`src/rtl/seven_seg_pkg.sv`:
```
// ============================================================================
// Module      : seven_seg_pkg
// Description : Shared constants for the seven-segment bus reader: active-low
//               glyph codes, capture FSM encodings and the scan-order step.
// Revision    : 1.0 - initial release
// ============================================================================
`default_nettype none

package seven_seg_pkg;

    // Active-low cathode patterns, bit order {g,f,e,d,c,b,a}
    localparam logic [6:0] GLYPH_0   = 7'h40;
    localparam logic [6:0] GLYPH_1   = 7'h79;
    localparam logic [6:0] GLYPH_2   = 7'h24;
    localparam logic [6:0] GLYPH_3   = 7'h30;
    localparam logic [6:0] GLYPH_4   = 7'h19;
    localparam logic [6:0] GLYPH_5   = 7'h12;
    localparam logic [6:0] GLYPH_6   = 7'h02;
    localparam logic [6:0] GLYPH_7   = 7'h78;
    localparam logic [6:0] GLYPH_8   = 7'h00;
    localparam logic [6:0] GLYPH_9   = 7'h10;
    localparam logic [6:0] GLYPH_A   = 7'h08;
    localparam logic [6:0] GLYPH_B   = 7'h03;
    localparam logic [6:0] GLYPH_C   = 7'h46;
    localparam logic [6:0] GLYPH_D   = 7'h21;
    localparam logic [6:0] GLYPH_E   = 7'h06;
    localparam logic [6:0] GLYPH_F   = 7'h0E;
    localparam logic [6:0] SEG_BLANK = 7'h7F;

    localparam logic [3:0] ANODE_BLANK = 4'hF;

    localparam logic [1:0] ST_HUNT = 2'd0;
    localparam logic [1:0] ST_HOLD = 2'd1;
    localparam logic [1:0] ST_BAD  = 2'd2;

    // The driver scans 0,3,2,1,0,... so each step moves down one index mod 4.
    function automatic logic [1:0] next_index(input logic [1:0] idx);
        return idx - 2'd1;
    endfunction

endpackage

`default_nettype wire

```
`src/rtl/seven_seg_glyph_decode.sv`:
```
// ============================================================================
// Module      : seven_seg_glyph_decode
// Description : Combinational active-low glyph to hex-nibble decoder; any
//               pattern outside the table (including blank) yields 0 / not ok.
// Revision    : 1.0 - initial release
// ============================================================================
`default_nettype none

module seven_seg_glyph_decode
    import seven_seg_pkg::*;
(
    input  logic [6:0] segment,
    output logic [3:0] nibble,
    output logic       ok
);

    always_comb begin
        nibble = 4'h0;
        ok     = 1'b1;
        case (segment)
            GLYPH_0: nibble = 4'h0;
            GLYPH_1: nibble = 4'h1;
            GLYPH_2: nibble = 4'h2;
            GLYPH_3: nibble = 4'h3;
            GLYPH_4: nibble = 4'h4;
            GLYPH_5: nibble = 4'h5;
            GLYPH_6: nibble = 4'h6;
            GLYPH_7: nibble = 4'h7;
            GLYPH_8: nibble = 4'h8;
            GLYPH_9: nibble = 4'h9;
            GLYPH_A: nibble = 4'hA;
            GLYPH_B: nibble = 4'hB;
            GLYPH_C: nibble = 4'hC;
            GLYPH_D: nibble = 4'hD;
            GLYPH_E: nibble = 4'hE;
            GLYPH_F: nibble = 4'hF;
            default: begin
                nibble = 4'h0;
                ok     = 1'b0;
            end
        endcase
    end

endmodule

`default_nettype wire

```
`src/rtl/seven_seg_capture.sv`:
```
// ============================================================================
// Module      : seven_seg_capture
// Description : Debounces the scanned anode/cathode bus, decodes each digit
//               dwell to a nibble, and checks scan order and frame completion.
// Revision    : 1.0 - initial release
// ============================================================================
`default_nettype none

module seven_seg_capture
    import seven_seg_pkg::*;
#(
    parameter int SETTLE = 4
) (
    input  logic        clock,
    input  logic        reset,
    input  logic [3:0]  anode,
    input  logic [6:0]  segment,
    output logic [15:0] digits,
    output logic [3:0]  glyph_ok,
    output logic        frame_valid,
    output logic        anode_err,
    output logic        order_err
);

    localparam logic [7:0] c_settle = 8'(SETTLE);

    logic [10:0] prev_q,        prev_d;
    logic [7:0]  cnt_q,         cnt_d;
    logic [1:0]  state_q,       state_d;
    logic [2:0]  seq_q,         seq_d;
    logic [1:0]  last_idx_q,    last_idx_d;
    logic        last_vld_q,    last_vld_d;
    logic [15:0] digits_q,      digits_d;
    logic [3:0]  glyph_ok_q,    glyph_ok_d;
    logic        frame_valid_q, frame_valid_d;
    logic        anode_err_q,   anode_err_d;
    logic        order_err_q,   order_err_d;

    logic [10:0] w_sample;
    logic        w_same;
    logic        w_anode_chg;
    logic        w_stable_edge;
    logic        w_sel_valid;
    logic [1:0]  w_sel_idx;
    logic [1:0]  w_state_eff;
    logic        w_capture;
    logic        w_illegal;
    logic [3:0]  w_nibble;
    logic        w_glyph_ok;

    seven_seg_glyph_decode u_glyph_decode (
        .segment (segment),
        .nibble  (w_nibble),
        .ok      (w_glyph_ok)
    );

    assign w_sample    = {anode, segment};
    assign w_same      = (w_sample == prev_q);
    assign w_anode_chg = (anode != prev_q[10:7]);

    always_comb begin
        w_sel_valid = 1'b1;
        w_sel_idx   = 2'd0;
        case (anode)
            4'hE:    w_sel_idx = 2'd0;
            4'hD:    w_sel_idx = 2'd1;
            4'hB:    w_sel_idx = 2'd2;
            4'h7:    w_sel_idx = 2'd3;
            default: w_sel_valid = 1'b0;
        endcase
    end

    always_comb begin
        prev_d = w_sample;
        if (!w_same) begin
            cnt_d = 8'd1;
        end else if (cnt_q >= c_settle) begin
            cnt_d = c_settle;
        end else begin
            cnt_d = cnt_q + 8'd1;
        end
    end

    // Fires only on the edge where the count first reaches SETTLE, so a long
    // dwell yields a single event; with SETTLE=1 a fresh value fires at once.
    assign w_stable_edge = (cnt_d == c_settle) && !(w_same && (cnt_q == c_settle));

    // Leaving HOLD/BAD happens on the change edge itself, so that same edge
    // can already be evaluated as HUNT when SETTLE is 1.
    always_comb begin
        case (state_q)
            ST_HOLD: w_state_eff = w_anode_chg ? ST_HUNT : ST_HOLD;
            ST_BAD:  w_state_eff = w_same ? ST_BAD : ST_HUNT;
            default: w_state_eff = ST_HUNT;
        endcase
    end

    assign w_capture = w_stable_edge && (w_state_eff == ST_HUNT) && w_sel_valid;
    assign w_illegal = w_stable_edge && (w_state_eff == ST_HUNT) && !w_sel_valid
                       && (anode != ANODE_BLANK);

    always_comb begin
        state_d       = w_state_eff;
        seq_d         = seq_q;
        last_idx_d    = last_idx_q;
        last_vld_d    = last_vld_q;
        digits_d      = digits_q;
        glyph_ok_d    = glyph_ok_q;
        frame_valid_d = 1'b0;
        anode_err_d   = 1'b0;
        order_err_d   = 1'b0;

        if (w_illegal) begin
            state_d     = ST_BAD;
            anode_err_d = 1'b1;
            last_vld_d  = 1'b0;
        end

        if (w_capture) begin
            state_d                   = ST_HOLD;
            digits_d[w_sel_idx*4 +: 4] = w_nibble;
            glyph_ok_d[w_sel_idx]     = w_glyph_ok;
            last_idx_d                = w_sel_idx;
            last_vld_d                = 1'b1;
            if (!last_vld_q) begin
                seq_d = 3'd1;
            end else if (w_sel_idx == next_index(last_idx_q)) begin
                if (seq_q == 3'd3) begin
                    frame_valid_d = 1'b1;
                    seq_d         = 3'd0;
                end else begin
                    seq_d = seq_q + 3'd1;
                end
            end else begin
                order_err_d = 1'b1;
                seq_d       = 3'd1;
            end
        end
    end

    always_ff @(posedge clock or negedge reset) begin
        if (!reset) begin
            prev_q        <= '0;
            cnt_q         <= '0;
            state_q       <= ST_HUNT;
            seq_q         <= '0;
            last_idx_q    <= '0;
            last_vld_q    <= 1'b0;
            digits_q      <= '0;
            glyph_ok_q    <= '0;
            frame_valid_q <= 1'b0;
            anode_err_q   <= 1'b0;
            order_err_q   <= 1'b0;
        end else begin
            prev_q        <= prev_d;
            cnt_q         <= cnt_d;
            state_q       <= state_d;
            seq_q         <= seq_d;
            last_idx_q    <= last_idx_d;
            last_vld_q    <= last_vld_d;
            digits_q      <= digits_d;
            glyph_ok_q    <= glyph_ok_d;
            frame_valid_q <= frame_valid_d;
            anode_err_q   <= anode_err_d;
            order_err_q   <= order_err_d;
        end
    end

    assign digits      = digits_q;
    assign glyph_ok    = glyph_ok_q;
    assign frame_valid = frame_valid_q;
    assign anode_err   = anode_err_q;
    assign order_err   = order_err_q;

endmodule

`default_nettype wire

```
`config.mk`:
```
export PLATFORM = sky130hd
export DESIGN_NAME = seven_seg_capture
export DESIGN_NICKNAME = d
export VERILOG_FILES = /design/src/rtl/seven_seg_pkg.sv /design/src/rtl/seven_seg_glyph_decode.sv /design/src/rtl/seven_seg_capture.sv
export SDC_FILE = /design/constraint.sdc
export NUM_CORES = 1
export LEC_CHECK = 0
export CAP_MARGIN = 30
export CORE_ASPECT_RATIO = 2
export CORE_MARGIN = 2
export CORE_UTILIZATION = 59
export DETAILED_ROUTE_END_ITERATION = 10
export PLACE_DENSITY = 0.84
export SLEW_MARGIN = 5
export SYNTH_ARGS = -nofsm -noshare
export SYNTH_HDL_FRONTEND = slang
export SYNTH_HIERARCHICAL = 1
export SYNTH_SLANG_ARGS = --single-unit
```
`constraint.sdc`:
```
create_clock -name clock -period 4.75 [get_ports clock]
set_input_delay 0.95 -clock clock [delete_from_list [all_inputs] [get_ports clock]]
set_output_delay 0.95 -clock clock [all_outputs]
set_load 0.02 [all_outputs]
```
* Word-level counts from Yosys, hierarchy flattened
Cells that the tools add are included.
** Word-level totals
- Register bits :: 50
- Bits in latches :: 0
- Bits in writable memories :: 0
- Bits in read-only memories :: 0
- Input bits :: 13
- Output and inout port bits :: 23
- Word-level logic and storage cells :: 90
- Memories :: 0
** Operators by class
- $add $sub $neg :: 4
- $mul :: 0
- Div/mod/pow operators :: 0
- Magnitude comparators :: 3
- Equality and inequality tests :: 28
- Shift-type cells :: 2
- Muxes and demuxes :: 28
- Bitwise gates (word level) :: 0
- Reductions and logical operators :: 14
** Operators with widths (count)
- $pmux W4 S15 :: 1
- $neg A4 Y34 :: 1
- $shift A4 B34 Y16 const A :: 1
- $shiftx A4 B34 Y16 :: 1
- $eq A7 B7 Y1 const B :: 4
- $eq A7 B5 Y1 const B :: 3
- $eq A7 B6 Y1 const B :: 3
- $bwmux W16 :: 1
- $eq A8 B3 Y1 const B :: 2
- $mux W8 :: 2
- $reduce_or A16 Y1 :: 1
- $eq A7 B2 Y1 const B :: 2
- $eq A7 B4 Y1 const B :: 2
- $mux W1 :: 14
- $eq A4 B4 Y1 const B :: 3
- $eq A11 B11 Y1 :: 1
- $mux W3 :: 3
- $add A8 B1 Y8 const B :: 1
- $ge A8 B3 Y1 const B :: 1
- $eq A7 B3 Y1 const B :: 1
- $logic_and A1 B1 Y1 :: 7
- $logic_not A7 Y1 :: 1
- $mux W2 :: 3
- $pmux W2 S3 :: 1
- other kinds (18) :: 19

* Logic depth before layout (Yosys ltp)
Gate-level depths: netlist of the first run.
- Depth in word-level cells :: 10
- Depth in mapped cells :: 8
- Gate-level depth less buffers :: 7

* Cells and area by module
Netlist of the first run, hierarchy kept.
** Modules (own cells, without submodules)
- seven_seg_capture :: times used 1, cells an instance 194, area each 2431.1 um^2, seq. area each 1251.2 um^2
- seven_seg_glyph_decode :: times used 1, cells an instance 56, area each 364.1 um^2, seq. area each 0.0 um^2

* Worst setup path before layout of the first run
No wires, ideal clock.
- Path kind :: input to register
- Start :: in anode[1]
- End :: reg seq_q[0]
- Setup time :: 0.127 ns
- Data arrival time :: 2.645 ns
- Required time :: 4.623 ns
- Path slack :: 1.978 ns
- Stages on the path :: 7
- Buffers on the path :: 2
- Cells stage by stage :: buf_2 -> and2_1 -> and2_1 -> a211oi_2 -> or3_1 -> buf_4 -> mux2_1
** On the way
- Elaborated cells between the ends (all ways) :: 23
- Those cells by class :: eq/ne: 8; mux: 8; reduce/logical: 7
** RTL lines
- start: declaration :: RTL line seven_seg_capture.sv:16 : input logic [3:0] anode,
- $eq A4 B3 Y1 / $eq A4 B4 Y1 (equally long branches) :: RTL line seven_seg_capture.sv:64 : case (anode)
- $pmux W2 S3 * :: RTL line seven_seg_capture.sv:64
- via w_sel_idx[1] :: RTL line seven_seg_capture.sv:44 : logic [1:0] w_sel_idx;
- $eq A2 B2 Y1 * :: RTL line seven_seg_capture.sv:127 : end else if (w_sel_idx == next_index(last_idx_q)) begin
- $mux W3 * :: RTL line seven_seg_capture.sv:127
- $mux W3 * :: RTL line seven_seg_capture.sv:125 : if (!last_vld_q) begin
- end signal: assignment :: RTL line seven_seg_capture.sv:158 : seq_q <= seq_d;
- end: declaration :: RTL line seven_seg_capture.sv:30 : logic [2:0] seq_q, seq_d;
The timed path passes the listed nets; every way through them passes the cells marked *.
A chain may end at the register's enable or synchronous reset.

* Worst setup path in the final report of the first run
- Start :: in segment[1]
- End :: reg seq_q[0]
** On the way
- Longest elaborated chain between the ends :: 6
- Elaborated cells between the ends (all ways) :: 11
- Those cells by class :: eq/ne: 2; mux: 3; reduce/logical: 6
** RTL lines
- start: declaration :: RTL line seven_seg_capture.sv:17 : input logic [6:0] segment,
- $eq A11 B11 Y1 * :: RTL line seven_seg_capture.sv:58 : assign w_same = (w_sample == prev_q);
- $mux W8, or another cell as far along :: RTL line seven_seg_capture.sv:75 : if (!w_same) begin
- $eq A8 B3 Y1, or another cell as far along :: RTL line seven_seg_capture.sv:86 : assign w_stable_edge = (cnt_d == c_settle) && !(w_same && (cnt_q == c_settle));
- $logic_and A1 B1 Y1 / $logic_not A2 Y1 (equally long branches) :: RTL line seven_seg_capture.sv:86, seven_seg_capture.sv:98
- $logic_and A1 B1 Y1 * (2 in a row) :: RTL line seven_seg_capture.sv:98 : assign w_capture = w_stable_edge && (w_state_eff == ST_HUNT) && w_sel_valid;
Every way passes the cells marked *; elsewhere a longest branch is shown, timed or not.

==> metrics.md, run 1 <==
| Metric | Value |
|---|---|
| Status | complete, no violations |
| Via count | slightly above 2000 |
| Worst hold path type | reg -> reg |
| DRC Markers | 0 |
| Finish-stage setup viols | 0 |
| Largest family of logic cells by synthesized area | simple AND/OR/NAND/NOR gates |
| Post-route minimum period | 3.495 ns |
| Slew HR | around half |
| Vias in the first global route | ~2100 |
| Worst-Skew Late Latency | ~0.3 ns |
| Post-synthesis mux area share | 9.132% |
| Synth Register Bits | 50 |
| Post-synthesis adder-cell area fraction | 4.387% |
| Area of the die | 5338 um^2 |
| Routed wire per std cell | about 16 um |
| DRT Pass-1 Iters | 4 |
| Crit path max fanout | 15 |
| Synth area leaders | dfrtp_1 (45%), ha_1 (4.0%), xor2_1 (3.8%) |
| Setup Crit Path Kind | in -> reg |
| Ordered cell list for the critical path | clkdlybuf4s50_1 > xor2_1 > nor4_1 > nand3_2 > or3_1 > mux2_1 |
| Row count | 35 |
| # clock sinks | 50 |
| Distinct cells, synth | 54 |
| Placer Congestion | 0.8056 |
| Nature of the critical path startpoint | input port |
| Port bufs | 35 |
| Fin nets | about 310 |
| Ys flop type | dfrtp_1 |
| Layout cells sized above 1 | a little over 10% |
| Layout area overhead | 15.22% |
| Core area | between 4000 and 5000 um^2 |
| Tightest Pin Transition | 0.7251 ns |
| Post-cts resize count | 0 |
| Detail Route Antenna Nets | 0 |
| GRT Util Overall | between 20% and 30% |
| Most common cell in the netlist | dfrtp_1 |
| Crit-path leading delay family | simple AND/OR/NAND/NOR gates |
| Cell Pwr Density | roughly 240 nW/um^2 |
| Yosys top cell area share | between 40% and 50% |
| Cell area after synthesis | 2795 um^2 |
| CTS root buf | clkbuf_8 |
| Die Width | 52.67 um |
| Worst path required time | roughly 4.9 ns |
| Initial antenna violation count | 0 |
| WP depth | 6 |
| Hold path depth | 1 |
| Number of buffers created by CTS | 5 |
| Placed cell areas | between 3000 and 4000 um^2 |
| Commonest cells in the netlist | dfrtp_1 (50), inv_1 (21), nand2_1 (14) |
| Post-CTS Setup Repair Bufs | 0 |
| Largest stage delay on the critical path | roughly 0.67 ns |
| Asr flop ratio synth | 100.0% |
| Slew Limit Fails | 0 |
| Hold Buf Count CTS | 0 |
| Worst vdd ir | between 200 and 250 uV |
| Max Cap Viol | 0 |
| Pleak | ~0.0015 uW |
| Buffers & Inverters on Critical Path | 1 |
| Die outline height | between 100 and 150 um |
| Synth Area in Simple Gates | about a fifth |
| Diode count | 0 |
| Final HPWL DP | approximately 4200 um |
| Xor/xnor cell area share of the yosys netlist | 4.342% |
| # IOs | 36 |
| RSZ-0062 raised after global routing | no |
| Post-Syn Instances | 250 |
| Initial Util | 60.79% |
| Htree depth | 2 |
| Sequential area share after synthesis | between 40 and 50% |
| Drt total wl | ~5600 um |
| Achievable Freq | 286.2 MHz |
| Worst Clk Skew | between 0.009 and 0.01 ns |
| Fin. Hold Viols | 0 |
| Hold slack | about 0.5 ns |
| Max Buffers Root-to-Sink | 2 |
| Period utilization | 73.57% |
| First DRT Iteration DRCs | 47 |
| Clk slew on worst S/H paths | 0.08 ns |
| EDFF count, synth | 0 |
| Place WS | roughly 0.92 ns |
| Yosys warning count | 6 |
| Remaining Overflow, GRT | 0 |
| Arrival time worst endpoint | 3.68 ns |
| First-pass GRT wire length | approximately 9500 um |
| Worst r2r path cells | 6 |
| Sum of negative setup slack | 0 ns |
| Setup crit end kind | flip-flop |
| Synth area leader | dfrtp_1 |
| Design area | between 3000 and 4000 um^2 |
| Compound-Gate Fraction of Synth Area | 9.579% |
| CTS tree | done |
| Via density | approximately 6 |
| Pin count of the biggest net entering global routing | 27 |
| Filler Cells Inserted | 360 |
| Final worst slack | between 1 and 1.5 ns |
| Slowest cell on crit path | clkdlybuf4s50_1 |
| Synth Area per Inst | 11.18 um^2 |
sequential cells by signal, summed over array words and instances, names as in the netlist:
register / cells
cnt_q: 8
seq_q: 3
glyph_ok: 4
digits: 16
frame_valid: 1
last_idx_q: 2
prev_q: 11
last_vld_q: 1
state_q: 2
anode_err: 1
order_err: 1
path summary, 6_finish.rpt:
check	startpoint	to	slack (ns)
min in group asynchronous	reset	prev_q[7]$_DFF_PN0_	0.64
worst max-delay path	segment[1]	seq_q[0]$_DFFE_PN0P_	1.26
max in group asynchronous	reset	digits[4]$_DFFE_PN0P_	3.57
worst max register to register	cnt_q[0]$_DFF_PN0_	seq_q[0]$_DFFE_PN0P_	2.26
worst min-delay path	digits[10]$_DFFE_PN0P_	digits[10]$_DFFE_PN0P_	0.49
worst min register to register	digits[10]$_DFFE_PN0P_	digits[10]$_DFFE_PN0P_	0.49
layer usage:
metal,part of all wire [%],GRT usage (%),vias up,wire length [um]
li1,-,-,941,-
met1,36,26.33,1018,1991
met2,58,43.37,55,3212
met3,3.1,3.540,13,172
met4,3.2,11.44,0,175
met5,0,0,-,0
cell usage in the layout, fill, tap and decap left out, types with 8 or more instances in the layout:
cell and count:
clkdlybuf4s50_1 34, nor2_1 9, mux2_1 9, ha_1 9
dfrtp_1 50, nor3_1 8, inv_1 21, and3_1 11
nand2_1 14, xor2_1 12, mux2i_1 9
cell type report:
type                       instances  area (um^2)  area share [%]
sequential                        50         1251           38.85
timing repair buffer              37        372.9           11.58
multi-input combinational        170         1366           42.42
inverter                          21        78.83           2.448
tap                               55        68.82           2.137
clock buffer                       6        82.58           2.564
where the power goes:
group	internal, uW	leakage, uW	total (uW)	switching [uW]
logic	32.1	0.000813	87.4	55.2
registers	433	0.000604	437	4.21
clock network	112	0.0000431	240	128
total	578	0.00146	765	187
metrics by stage:
step / total power [uW] / util [%] / instances
after detailed placement: 533.1 / 68.24 / 333
after global routing: 798.5 / 70.04 / 339
after floorplan: 502.1 / - / 254
final: 765.3 / 70.04 / 339
after CTS: 774.3 / 70.04 / 339
after global placement: 528.5 / 67.81 / 332
cells by family after synthesis:
group / count (synthesis)
and+or+nand+nor: 83
DFF: 50
AOI/OAI and AO/OA: 36
buffers and inverters: 34
muxes: 23
xor gates and xnor gates: 13
adders and majority gates: 10
other: 1
Power figures use the tool's default switching activity.
==> run 2: changes to the inputs <==
--- a/config.mk
+++ b/config.mk
@@ -8,9 +8,9 @@
 export CAP_MARGIN = 30
 export CORE_ASPECT_RATIO = 2
 export CORE_MARGIN = 2
-export CORE_UTILIZATION = 59
+export CORE_UTILIZATION = 50
 export DETAILED_ROUTE_END_ITERATION = 10
-export PLACE_DENSITY = 0.84
+export PLACE_DENSITY = 0.76
 export SLEW_MARGIN = 5
 export SYNTH_ARGS = -nofsm -noshare
 export SYNTH_HDL_FRONTEND = slang
==> constraint.sdc (replaced) <==
create_clock -name clock -period 3 [get_ports clock]
set_input_delay 0.6 -clock clock [delete_from_list [all_inputs] [get_ports clock]]
set_output_delay 0.6 -clock clock [all_outputs]
set_load 0.02 [all_outputs]
==> run 2 against run 1 <==
  * Non-clock buffer count up 25
  * Hold slack worse by 0.11 ns
  * Register-to-register slack worse by 1.7 ns
  * Sequential share of layout area down 2.2 points
==> metrics.md, run 2 (synthesis gave the netlist of run 1 again) <==
| Metric | Value |
|---|---|
| Status | complete, no violations |
| Arrival time worst endpoint | between 2 and 3 ns |
| Most common cell after layout, fill and taps aside | dfrtp_1 |
| DRC Markers | 0 |
| Filler Cells Inserted | about 470 |
| Pleak | 0.001583 uW |
| Via count | 2088 |
| Placed cell areas | roughly 3300 um^2 |
| Place WS | -0.006828 ns |
| Post-route minimum period | ~2.7 ns |
| Post-CTS Setup Repair Bufs | 0 |
| Most common cell on crit path | buf_4 |
| Clk slew on worst S/H paths | ~0.090 ns |
| Number of buffers created by CTS | 5 |
| Design area | around 3400 um^2 |
| Worst r2r src | cnt_q[0]$_DFF_PN0_ |
| Most frequent cells in the layout | dfrtp_1 (50), clkdlybuf4s50_1 (34), buf_4 (27) |
| Sum of negative setup slack | 0 ns |
| Remaining Overflow, GRT | 0 |
| Crit-path leading delay family | simple AND/OR/NAND/NOR gates |
| Sw Pwr | 311.9 uW |
| First-pass GRT wire length | 9411 um |
| Largest stage delay on the critical path | between 0.4 and 0.5 ns |
| Routed wire per std cell | between 15 and 20 um |
| Tightest Pin Transition | just under 0.7 ns |
| Period utilization | 88.64% |
| CTS root buf | clkbuf_8 |
| Ordered cell list for the critical path | clkdlybuf4s50_1 > xor2_1 > nor4_1 > buf_4 > nand3_2 > buf_4 > nor4b_4 > mux2_2 |
| Drt total wl | between 5000 and 6000 um |
| Pin count of the biggest net entering global routing | 51 |
| CTS tree | done |
| Flop pwr share | 55.5% |
| Placer Congestion | between 0.8 and 0.9 |
| Setup Crit Path Kind | in -> reg |
| Worst hold path type | in -> async |
| Worst path required time | approximately 3.2 ns |
| Slew HR | a little over half |
| Nature of the critical path startpoint | input port |
| # IOs | 36 |
| Port bufs | 35 |
| Diode count | 0 |
| Vias in the first global route | 2117 |
| Max reg flops | 16 |
| RSZ-0062 raised after global routing | no |
| Worst Clk Skew | 0.01242 ns |
| FF-to-FF End | seq_q[1]$_DFFE_PN0P_ |
| Slew Limit Fails | 0 |
| First DRT Iteration DRCs | 72 |
| R2r setup slk | roughly 0.6 ns |
| Htree depth | 2 |
| Layout cells sized above 1 | ~18% |
| Cell Pwr Density | 365.9 nW/um^2 |
| # clock sinks | 50 |
| Hold Buf Count CTS | 0 |
| Final worst slack | around 0.34 ns |
| Clock share of power | 32.3% |
| Detail Route Antenna Nets | 0 |
| Worst r2r path cells | 6 |
| Achievable Freq | approximately 380 MHz |
| Via density | approximately 5.6 |
| Max Cap Viol | 0 |
| Worst vdd ir | 428.6 uV |
| Logic pwr share | around an eighth |
| Core area | between 5000 and 6000 um^2 |
| Die outline height | around 110 um |
| Hold slack | roughly 0.38 ns |
| Layout area overhead | 22.02% |
| Worst-Skew Late Latency | between 0.3 and 0.4 ns |
| Slowest cell on crit path | clkdlybuf4s50_1 |
| Core Util, Final | around 63% |
| Row count | 38 |
| Finish-stage setup viols | 0 |
| DRT Pass-1 Iters | 4 |
| Initial antenna violation count | 0 |
| Final HPWL DP | about 4300 um |
| Fin. Hold Viols | 0 |
| Buffers & Inverters on Critical Path | 3 |
| Post-cts resize count | 0 |
| Die Width | 56.87 um |
| GRT Util Overall | between 10% and 20% |
| Crit path max fanout | 7 |
| Max Buffers Root-to-Sink | 2 |
| Pint | about 940 uW |
| Setup crit end kind | flip-flop |
| Initial Util | between 50% and 60% |
| Area of the die | roughly 6200 um^2 |
| Sw Ratio | between 20% and 30% |
| Fin nets | 332 |
==> run 2: changes by cell type in the layout (fill, tap and decap cells not counted) <==
cell	previous run	this run
buf_4	1	27
buf_12	1	0
clkinv_2	0	1
clkbuf_1	0	1
==> run 2: area by class of cell <==
class	count	area [um^2]	area share, %
clock buffer	7	86.33	2.531
clock inverter	1	5.005	0.1467
inverter	21	78.83	2.311
multi-input combinational	170	1366	40.06
sequential	50	1251	36.68
tap	60	75.07	2.201
timing repair buffer	62	548.0	16.07
==> run 2: per-stage QoR <==
step	cells	power, uW
after global routing	371	1300
after global placement	363	856.7
after detailed placement	363	859.7
final	371	1248
after CTS	371	1264
after floorplan	254	795.0
==> run 2: worst max-delay path by stage <==
| stage | start | end | slack, ns | cells after the start |
|---|---|---|---|---|
| after floorplan | anode[1] | seq_q[0]$_DFFE_PN0P_ | 0.58 | 7 |
| after global placement | segment[1] | last_idx_q[1]$_DFFE_PN0P_ | 0.08 | 9 |
| after detailed placement | segment[1] | glyph_ok[1]$_DFFE_PN0P_ | -0.007 | 8 |
| after CTS | segment[1] | glyph_ok[1]$_DFFE_PN0P_ | 0.33 | 8 |
| after global routing | segment[4] | last_vld_q$_DFFE_PN0P_ | 0.18 | 9 |
| final | segment[1] | digits[4]$_DFFE_PN0P_ | 0.34 | 8 |
==> run 2: metal layers <==
metal  wire, um  GRT usage [%]  up-vias  part of all wire [%]
met3        196          3.529       15                   3.4
met2       3231          36.79       60                    57
met4        199          10.80        0                   3.5
met5          0              0        -                     0
li1           -              -      992                     -
met1       2057          19.85     1021                    36
==> run 2: power by group through the flow <==
stage          Sequential, uW  Clock (uW)  Combinational, uW
5_1_grt                   694         436                170
3_3_place_gp              706           0                151
3_5_place_dp              706           0                154
4_1_cts                   693         417                154
2_1_floorplan             706           0               89.4
6_report                  692         403                153
